--- src/rtl/ps2_keyboard_mmio_pkg.sv ---
// Shared constants for the PS/2 keyboard front end: Hack key codes, PS/2 prefixes,
// receiver state encoding and a case-folding helper for key identity.
package ps2_keyboard_mmio_pkg;

    localparam logic [7:0] PS2_EXT    = 8'hE0;
    localparam logic [7:0] PS2_BRK    = 8'hF0;
    localparam logic [7:0] PS2_LSHIFT = 8'h12;
    localparam logic [7:0] PS2_RSHIFT = 8'h59;

    localparam logic [15:0] KEY_NEWLINE   = 16'd128;
    localparam logic [15:0] KEY_BACKSPACE = 16'd129;
    localparam logic [15:0] KEY_LEFT      = 16'd130;
    localparam logic [15:0] KEY_UP        = 16'd131;
    localparam logic [15:0] KEY_RIGHT     = 16'd132;
    localparam logic [15:0] KEY_DOWN      = 16'd133;
    localparam logic [15:0] KEY_HOME      = 16'd134;
    localparam logic [15:0] KEY_END       = 16'd135;
    localparam logic [15:0] KEY_PGUP      = 16'd136;
    localparam logic [15:0] KEY_PGDN      = 16'd137;
    localparam logic [15:0] KEY_INSERT    = 16'd138;
    localparam logic [15:0] KEY_DELETE    = 16'd139;
    localparam logic [15:0] KEY_ESC       = 16'd140;
    localparam logic [15:0] KEY_F1        = 16'd141;

    typedef enum logic [1:0] {StIdle, StData, StParity, StStop} rx_state_e;

    // Upper-case letters map onto their lower-case code so a break matches either case.
    function automatic logic [15:0] fold_case(input logic [15:0] code);
        if (code >= 16'd65 && code <= 16'd90) begin
            return code + 16'd32;
        end
        return code;
    endfunction

endpackage

--- src/rtl/ps2_keyboard_mmio_scan.sv ---
// Combinational scan-code-set-2 to Hack key code lookup; mapped=0 for unknown codes.
module ps2_scan_to_hack
    import ps2_keyboard_mmio_pkg::*;
(
    input  logic [7:0]  scan,
    input  logic        ext,
    input  logic        shift,
    output logic [15:0] code,
    output logic        mapped
);

    logic [4:0] letter;  // 31 = not a letter
    logic [3:0] digit;   // 15 = not a digit

    always_comb begin
        code   = '0;
        letter = 5'd31;
        digit  = 4'd15;
        if (ext) begin
            case (scan)
                8'h6B: code = KEY_LEFT;    8'h75: code = KEY_UP;
                8'h74: code = KEY_RIGHT;   8'h72: code = KEY_DOWN;
                8'h6C: code = KEY_HOME;    8'h69: code = KEY_END;
                8'h7D: code = KEY_PGUP;    8'h7A: code = KEY_PGDN;
                8'h70: code = KEY_INSERT;  8'h71: code = KEY_DELETE;
                default: code = '0;
            endcase
        end else begin
            case (scan)
                8'h1C: letter = 5'd0;   8'h32: letter = 5'd1;   8'h21: letter = 5'd2;
                8'h23: letter = 5'd3;   8'h24: letter = 5'd4;   8'h2B: letter = 5'd5;
                8'h34: letter = 5'd6;   8'h33: letter = 5'd7;   8'h43: letter = 5'd8;
                8'h3B: letter = 5'd9;   8'h42: letter = 5'd10;  8'h4B: letter = 5'd11;
                8'h3A: letter = 5'd12;  8'h31: letter = 5'd13;  8'h44: letter = 5'd14;
                8'h4D: letter = 5'd15;  8'h15: letter = 5'd16;  8'h2D: letter = 5'd17;
                8'h1B: letter = 5'd18;  8'h2C: letter = 5'd19;  8'h3C: letter = 5'd20;
                8'h2A: letter = 5'd21;  8'h1D: letter = 5'd22;  8'h22: letter = 5'd23;
                8'h35: letter = 5'd24;  8'h1A: letter = 5'd25;
                8'h45: digit = 4'd0;    8'h16: digit = 4'd1;    8'h1E: digit = 4'd2;
                8'h26: digit = 4'd3;    8'h25: digit = 4'd4;    8'h2E: digit = 4'd5;
                8'h36: digit = 4'd6;    8'h3D: digit = 4'd7;    8'h3E: digit = 4'd8;
                8'h46: digit = 4'd9;
                8'h29: code = 16'd32;
                8'h5A: code = KEY_NEWLINE;
                8'h66: code = KEY_BACKSPACE;
                8'h76: code = KEY_ESC;
                8'h05: code = KEY_F1;           8'h06: code = KEY_F1 + 16'd1;
                8'h04: code = KEY_F1 + 16'd2;   8'h0C: code = KEY_F1 + 16'd3;
                8'h03: code = KEY_F1 + 16'd4;   8'h0B: code = KEY_F1 + 16'd5;
                8'h83: code = KEY_F1 + 16'd6;   8'h0A: code = KEY_F1 + 16'd7;
                8'h01: code = KEY_F1 + 16'd8;   8'h09: code = KEY_F1 + 16'd9;
                8'h78: code = KEY_F1 + 16'd10;  8'h07: code = KEY_F1 + 16'd11;
                default: code = '0;
            endcase
            if (letter != 5'd31) begin
                code = (shift ? 16'd65 : 16'd97) + {11'd0, letter};
            end
            if (digit != 4'd15) begin
                code = 16'd48 + {12'd0, digit};
            end
        end
        mapped = (code != '0);
    end

endmodule

--- src/rtl/ps2_keyboard_mmio.sv ---
// PS/2 keyboard receiver and decoder; publishes the held Hack key code to the keyboard
// MMIO word through a level req/ack write handshake.
module ps2_keyboard_mmio
    import ps2_keyboard_mmio_pkg::*;
#(
    parameter int unsigned TIMEOUT_CYCLES = 50000,
    parameter logic [14:0] KBD_ADDR       = 15'd24576
) (
    input  logic        clk,
    input  logic        reset,
    input  logic        ps2_clk,
    input  logic        ps2_data,
    output logic [15:0] kbd_data,
    output logic [14:0] kbd_address,
    output logic        kbd_req,
    input  logic        kbd_ack,
    output logic        frame_err
);

    localparam int unsigned TW = $clog2(TIMEOUT_CYCLES + 1);
    localparam logic [TW-1:0] TIMER_MAX = TW'(TIMEOUT_CYCLES - 1);

    logic [1:0]    ps2c_sync_q, ps2d_sync_q;
    logic          ps2c_prev_q;
    logic          fall, ps2d;
    rx_state_e     state_q, state_d;
    logic [2:0]    bit_cnt_q, bit_cnt_d;
    logic [7:0]    shreg_q, shreg_d;
    logic          parity_ok_q, parity_ok_d;
    logic [TW-1:0] timer_q, timer_d;
    logic          byte_valid_q, byte_valid_d;
    logic          frame_err_q, frame_err_d;
    logic          ext_q, ext_d, brk_q, brk_d;
    logic          shift_l_q, shift_l_d, shift_r_q, shift_r_d;
    logic [15:0]   held_q, held_d, last_q, last_d, data_q, data_d;
    logic          req_q, req_d;
    logic [15:0]   lut_code;
    logic          lut_mapped;

    assign fall = ps2c_prev_q & ~ps2c_sync_q[1];
    assign ps2d = ps2d_sync_q[1];

    always_comb begin
        state_d      = state_q;
        bit_cnt_d    = bit_cnt_q;
        shreg_d      = shreg_q;
        parity_ok_d  = parity_ok_q;
        timer_d      = timer_q;
        byte_valid_d = 1'b0;
        frame_err_d  = 1'b0;
        if (state_q != StIdle) begin
            timer_d = timer_q + TW'(1);
        end
        if (fall) begin
            timer_d = '0;
            case (state_q)
                StIdle: begin
                    if (!ps2d) begin
                        state_d   = StData;
                        bit_cnt_d = 3'd0;
                    end
                end
                StData: begin
                    shreg_d   = {ps2d, shreg_q[7:1]};
                    bit_cnt_d = bit_cnt_q + 3'd1;
                    if (bit_cnt_q == 3'd7) state_d = StParity;
                end
                StParity: begin
                    parity_ok_d = ^{shreg_q, ps2d};
                    state_d     = StStop;
                end
                StStop: begin
                    if (ps2d && parity_ok_q) byte_valid_d = 1'b1;
                    else                     frame_err_d  = 1'b1;
                    state_d = StIdle;
                end
                default: state_d = StIdle;
            endcase
        end else if (state_q != StIdle && timer_q == TIMER_MAX) begin
            frame_err_d = 1'b1;
            state_d     = StIdle;
            timer_d     = '0;
        end
    end

    ps2_scan_to_hack u_scan (
        .scan   (shreg_q),
        .ext    (ext_q),
        .shift  (shift_l_q | shift_r_q),
        .code   (lut_code),
        .mapped (lut_mapped)
    );

    always_comb begin
        ext_d     = ext_q;
        brk_d     = brk_q;
        shift_l_d = shift_l_q;
        shift_r_d = shift_r_q;
        held_d    = held_q;
        if (byte_valid_q) begin
            if (shreg_q == PS2_EXT) begin
                ext_d = 1'b1;
            end else if (shreg_q == PS2_BRK) begin
                brk_d = 1'b1;
            end else begin
                ext_d = 1'b0;
                brk_d = 1'b0;
                if (shreg_q == PS2_LSHIFT) begin
                    shift_l_d = ~brk_q;
                end else if (shreg_q == PS2_RSHIFT) begin
                    shift_r_d = ~brk_q;
                end else if (lut_mapped) begin
                    if (!brk_q) held_d = lut_code;
                    else if (fold_case(lut_code) == fold_case(held_q)) held_d = '0;
                end
            end
        end
    end

    // Data follows the held code while a request is pending so the newest key wins.
    always_comb begin
        req_d  = req_q;
        data_d = data_q;
        last_d = last_q;
        if (req_q) begin
            if (kbd_ack) begin
                req_d  = 1'b0;
                last_d = data_q;
            end else begin
                data_d = held_q;
            end
        end else if (held_q != last_q) begin
            req_d  = 1'b1;
            data_d = held_q;
        end
    end

    always_ff @(posedge clk or posedge reset) begin
        if (reset) begin
            ps2c_sync_q  <= 2'b11;
            ps2d_sync_q  <= 2'b11;
            ps2c_prev_q  <= 1'b1;
            state_q      <= StIdle;
            bit_cnt_q    <= '0;
            shreg_q      <= '0;
            parity_ok_q  <= 1'b0;
            timer_q      <= '0;
            byte_valid_q <= 1'b0;
            frame_err_q  <= 1'b0;
            ext_q        <= 1'b0;
            brk_q        <= 1'b0;
            shift_l_q    <= 1'b0;
            shift_r_q    <= 1'b0;
            held_q       <= '0;
            last_q       <= '0;
            data_q       <= '0;
            req_q        <= 1'b0;
        end else begin
            ps2c_sync_q  <= {ps2c_sync_q[0], ps2_clk};
            ps2d_sync_q  <= {ps2d_sync_q[0], ps2_data};
            ps2c_prev_q  <= ps2c_sync_q[1];
            state_q      <= state_d;
            bit_cnt_q    <= bit_cnt_d;
            shreg_q      <= shreg_d;
            parity_ok_q  <= parity_ok_d;
            timer_q      <= timer_d;
            byte_valid_q <= byte_valid_d;
            frame_err_q  <= frame_err_d;
            ext_q        <= ext_d;
            brk_q        <= brk_d;
            shift_l_q    <= shift_l_d;
            shift_r_q    <= shift_r_d;
            held_q       <= held_d;
            last_q       <= last_d;
            data_q       <= data_d;
            req_q        <= req_d;
        end
    end

    assign kbd_data    = data_q;
    assign kbd_address = KBD_ADDR;
    assign kbd_req     = req_q;
    assign frame_err   = frame_err_q;

endmodule

--- config.mk ---
export PLATFORM = sky130hd
export DESIGN_NAME = ps2_keyboard_mmio
export DESIGN_NICKNAME = d
export VERILOG_FILES = /design/src/rtl/ps2_keyboard_mmio_pkg.sv /design/src/rtl/ps2_keyboard_mmio_scan.sv /design/src/rtl/ps2_keyboard_mmio.sv
export SDC_FILE = /design/constraint.sdc
export NUM_CORES = 1
export LEC_CHECK = 0
export ABC_AREA = 1
export CORE_MARGIN = 5
export CORE_UTILIZATION = 33
export CTS_CLUSTER_DIAMETER = 40
export DETAILED_ROUTE_END_ITERATION = 6
export GPL_TIMING_DRIVEN = 1
export PLACE_DENSITY = 0.49
export SYNTH_ARGS = -nofsm -noshare
export SYNTH_HDL_FRONTEND = slang
export SYNTH_SLANG_ARGS = --single-unit
--- constraint.sdc ---
create_clock -name clk -period 5.7 [get_ports clk]
set_input_delay 0.57 -clock clk [delete_from_list [all_inputs] [get_ports clk]]
set_output_delay 0.57 -clock clk [all_outputs]
set_load 0.1 [all_outputs]
==> results.txt <==
run status: finished clean
Worst Skew: 0.00605 ns
DP Area: 4980 um^2
Post-CTS Resized: 0
GRT Overall Usage: 14.8%
TritonCTS Buffers: 9
Core Box Area: 14000 um^2
static leakage power: 0.00260 uW
count of cell types in the netlist: 52
most frequent cells in the layout: 178 x nand2_1, 70 x nor2_1, 62 x inv_1
Worst R2R Path Depth: 27
CTS hold repair buffers: 0
starting DRC count in detailed routing: 298
nature of the critical path startpoint: flip-flop
Critical Path Sink: held_q[5]$_DFFE_PP0P_
post-route cell area: 5300 um^2
vias: 4254
Post-Synth Adder-Cell Area: 2.89%
Clk Latency, worst-skew pair: 0.34 ns
final core occ: 37.9%
largest net degree at the start of global routing: 67
CTS tree: done
max-cap violation count: 0
via/cell ratio: 4.89
mux share of post-synthesis cell area: 2.10%
Slew @ Worst Pin: 0.976 ns
crit path kind: reg -> reg
antenna cells: 0
Root Buffer Master: clkbuf_16
drt total wl: 12.0 mm
P&R area growth vs syn: 11.2%
relative slew slack: 34.7%
Final Max Slew Viols: 0
GRT overflow: 0
CTS Sinks: 66
post-CTS setup buffer count: 0
R2R setup slack: 1.42 ns
Cell Pwr Density: 267 nW/um^2
Yosys warning count: 0
wire per inst: 13.8 um
Detail Route Antenna Nets: 0
Die W: 130 um
DR pass1 iterations: 5
ys flop type: dfrtp_1
cells after synthesis: 671
min-delay worst type: reg -> reg
initial antenna violation count: 0
Post-Place Cells: 854
Synth Area in XOR/XNOR: 2.94%
final hold viol count: 0
final setup vio count: 0
standard-cell rows: 43
first-pass GRT wire length: 20.2 mm
layout cells sized above 1: 12.6%
Initial Utilization: 34.0%
die height: 130 um
maximum VDD drop: 138 uV
Max FO, Critical Path: 11
Final GP Congestion: 0.987
clock slew at reported path FFs: 0.06 ns
Worst Path Required: 5.92 ns
Worst setup startpoint: shreg_q[5]$_DFFE_PP0P_
Post-synth ARST share: 100%
I/O Buffers: 14
simple-gate area share of the yosys netlist: 35.2%
Avg Cell Area, Syn: 7.10 um^2
min cycle time layout: 4.28 ns
Post-Layout Cell Count: 870
H-tree depth: 3
Seq/Total Area, Yosys: 34.8%
R2R Path End: held_q[5]$_DFFE_PP0P_
complex-gate fraction of the synthesized area: 10.7%
Min Hold Slack: 0.355 ns
Fin Setup TNS: 0 ns
die area: 16900 um^2
Tcrit/Tclk final: 75.0%
vias in the first global route: 4104
crit path capture type: flip-flop
RSZ-0062 raised after global routing: false
Critical Path AT: 4.50 ns
most common cell after layout, fill and taps aside: nand2_1
post-DP HPWL: 9.07 mm
Max Clk Rate: 0.234 GHz
worst r2r src: shreg_q[5]$_DFFE_PP0P_
Post-synth EDFFs: 0
IO Pins: 38
Post-Syn Area: 4760 um^2
largest family of logic cells by synthesized area: simple AND/OR/NAND/NOR gates
clk buf depth: 2
flops & latches, synth: 66
DR DRC count: 0
fin nets: 701
## cell type report
class | instances | area (um^2)
Clock buffer | 11 | 243
Inverter | 78 | 293
Clock inverter | 5 | 77.6
Timing Repair Buffer | 15 | 148
Fill cell | 1475 | 8690
Tap cell | 180 | 225
Multi-Input combinational cell | 515 | 2650
Sequential cell | 66 | 1660
## metal layers
layer  track usage [%]  wire, um  vias to the layer above
met1              19.8      5760                     1977
met4              4.10       140                        0
met3              3.85       651                       14
met5                 0         0                        -
li1                  -         -                     2155
met2              23.6      5430                      108
## cell families after synthesis
group           after synthesis
buf+inv                     111
compound gates               86
flops                        66
fa+ha+maj                    11
xor+xnor                     16
simple gates                370
other cells                   2
mux                           9
## synth_stat cells, types with 4 or more instances
master / number / area (um^2)
nand2_1: 178 / 668
nor2_1: 70 / 263
inv_1: 63 / 236
dfrtp_1: 61 / 1530
nand3_1: 52 / 260
o21ai_0: 39 / 195
buf_4: 25 / 188
a21oi_1: 17 / 85.1
nand2_2: 16 / 100
nor3_1: 16 / 80.1
nor2_2: 14 / 87.6
inv_2: 13 / 48.8
ha_1: 11 / 138
xor2_1: 9 / 78.8
mux2_2: 8 / 90.1
nand4_1: 7 / 43.8
xnor2_1: 7 / 61.3
a211oi_1: 6 / 45.0
dfstp_2: 5 / 131
a31oi_1: 4 / 25.0
nor2_4: 4 / 45.0
o211ai_1: 4 / 30.0
## through the flow
stage	setup WS [ns]	total power (uW)
after floorplan	2.28	785
after global placement	1.57	821
after detailed placement	1.46	822
after CTS	1.43	1440
after global routing	0.962	1490
final	1.42	1420
## power by group
part | internal (uW) | total (uW) | switching, uW
combinational | 65.3 | 281 | 215
clock | 393 | 598 | 205
sequential | 497 | 536 | 39.0
total | 956 | 1420 | 460
## state kept, by name, summed over array words and instances, names as in the netlist, 2 cells and up
signal	count
ps2d_sync_q	2
held_q	8
bit_cnt_q	3
state_q	2
last_q	8
timer_q	16
kbd_data	8
ps2c_sync_q	2
shreg_q	8
## critical path: stages, from the launching register on
cell,delay (ns)
dfrtp_1,0.51
nand2_1,0.16
nor2_2,0.48
nand2_1,0.15
nand2_1,0.13
nor2_2,0.05
nand2_2,0.13
nor2_8,0.06
nand2_8,0.08
nand2_1,0.06
ha_1,0.23
nand3_1,0.11
inv_2,0.04
ha_1,0.21
inv_1,0.27
a21oi_1,0.10
o21ai_1,0.16
o21ai_1,0.15
nand3_1,0.13
nand2_2,0.07
a21oi_4,0.21
nand2_2,0.09
nand3_1,0.08
nand2_1,0.06
nor2_2,0.09
nand3_2,0.17
nand3_1,0.11
nand2_1,0.07
## worst min-delay path by stage
stage,start,endpoint,slack (ns),cells past startpoint
3_3_place_gp,ps2c_sync_q[0]$_DFF_PP1_,ps2c_sync_q[1]$_DFF_PP1_,0.35,0
5_1_grt,ps2d_sync_q[0]$_DFF_PP1_,ps2d_sync_q[1]$_DFF_PP1_,0.36,0
6_report,ps2d_sync_q[0]$_DFF_PP1_,ps2d_sync_q[1]$_DFF_PP1_,0.36,0
3_5_place_dp,ps2d_sync_q[0]$_DFF_PP1_,ps2d_sync_q[1]$_DFF_PP1_,0.35,0
2_1_floorplan,ps2c_sync_q[0]$_DFF_PP1_,ps2c_sync_q[1]$_DFF_PP1_,0.35,0
4_1_cts,ps2d_sync_q[0]$_DFF_PP1_,ps2d_sync_q[1]$_DFF_PP1_,0.36,0
No activity file was read; power rests on OpenSTA's default activity.
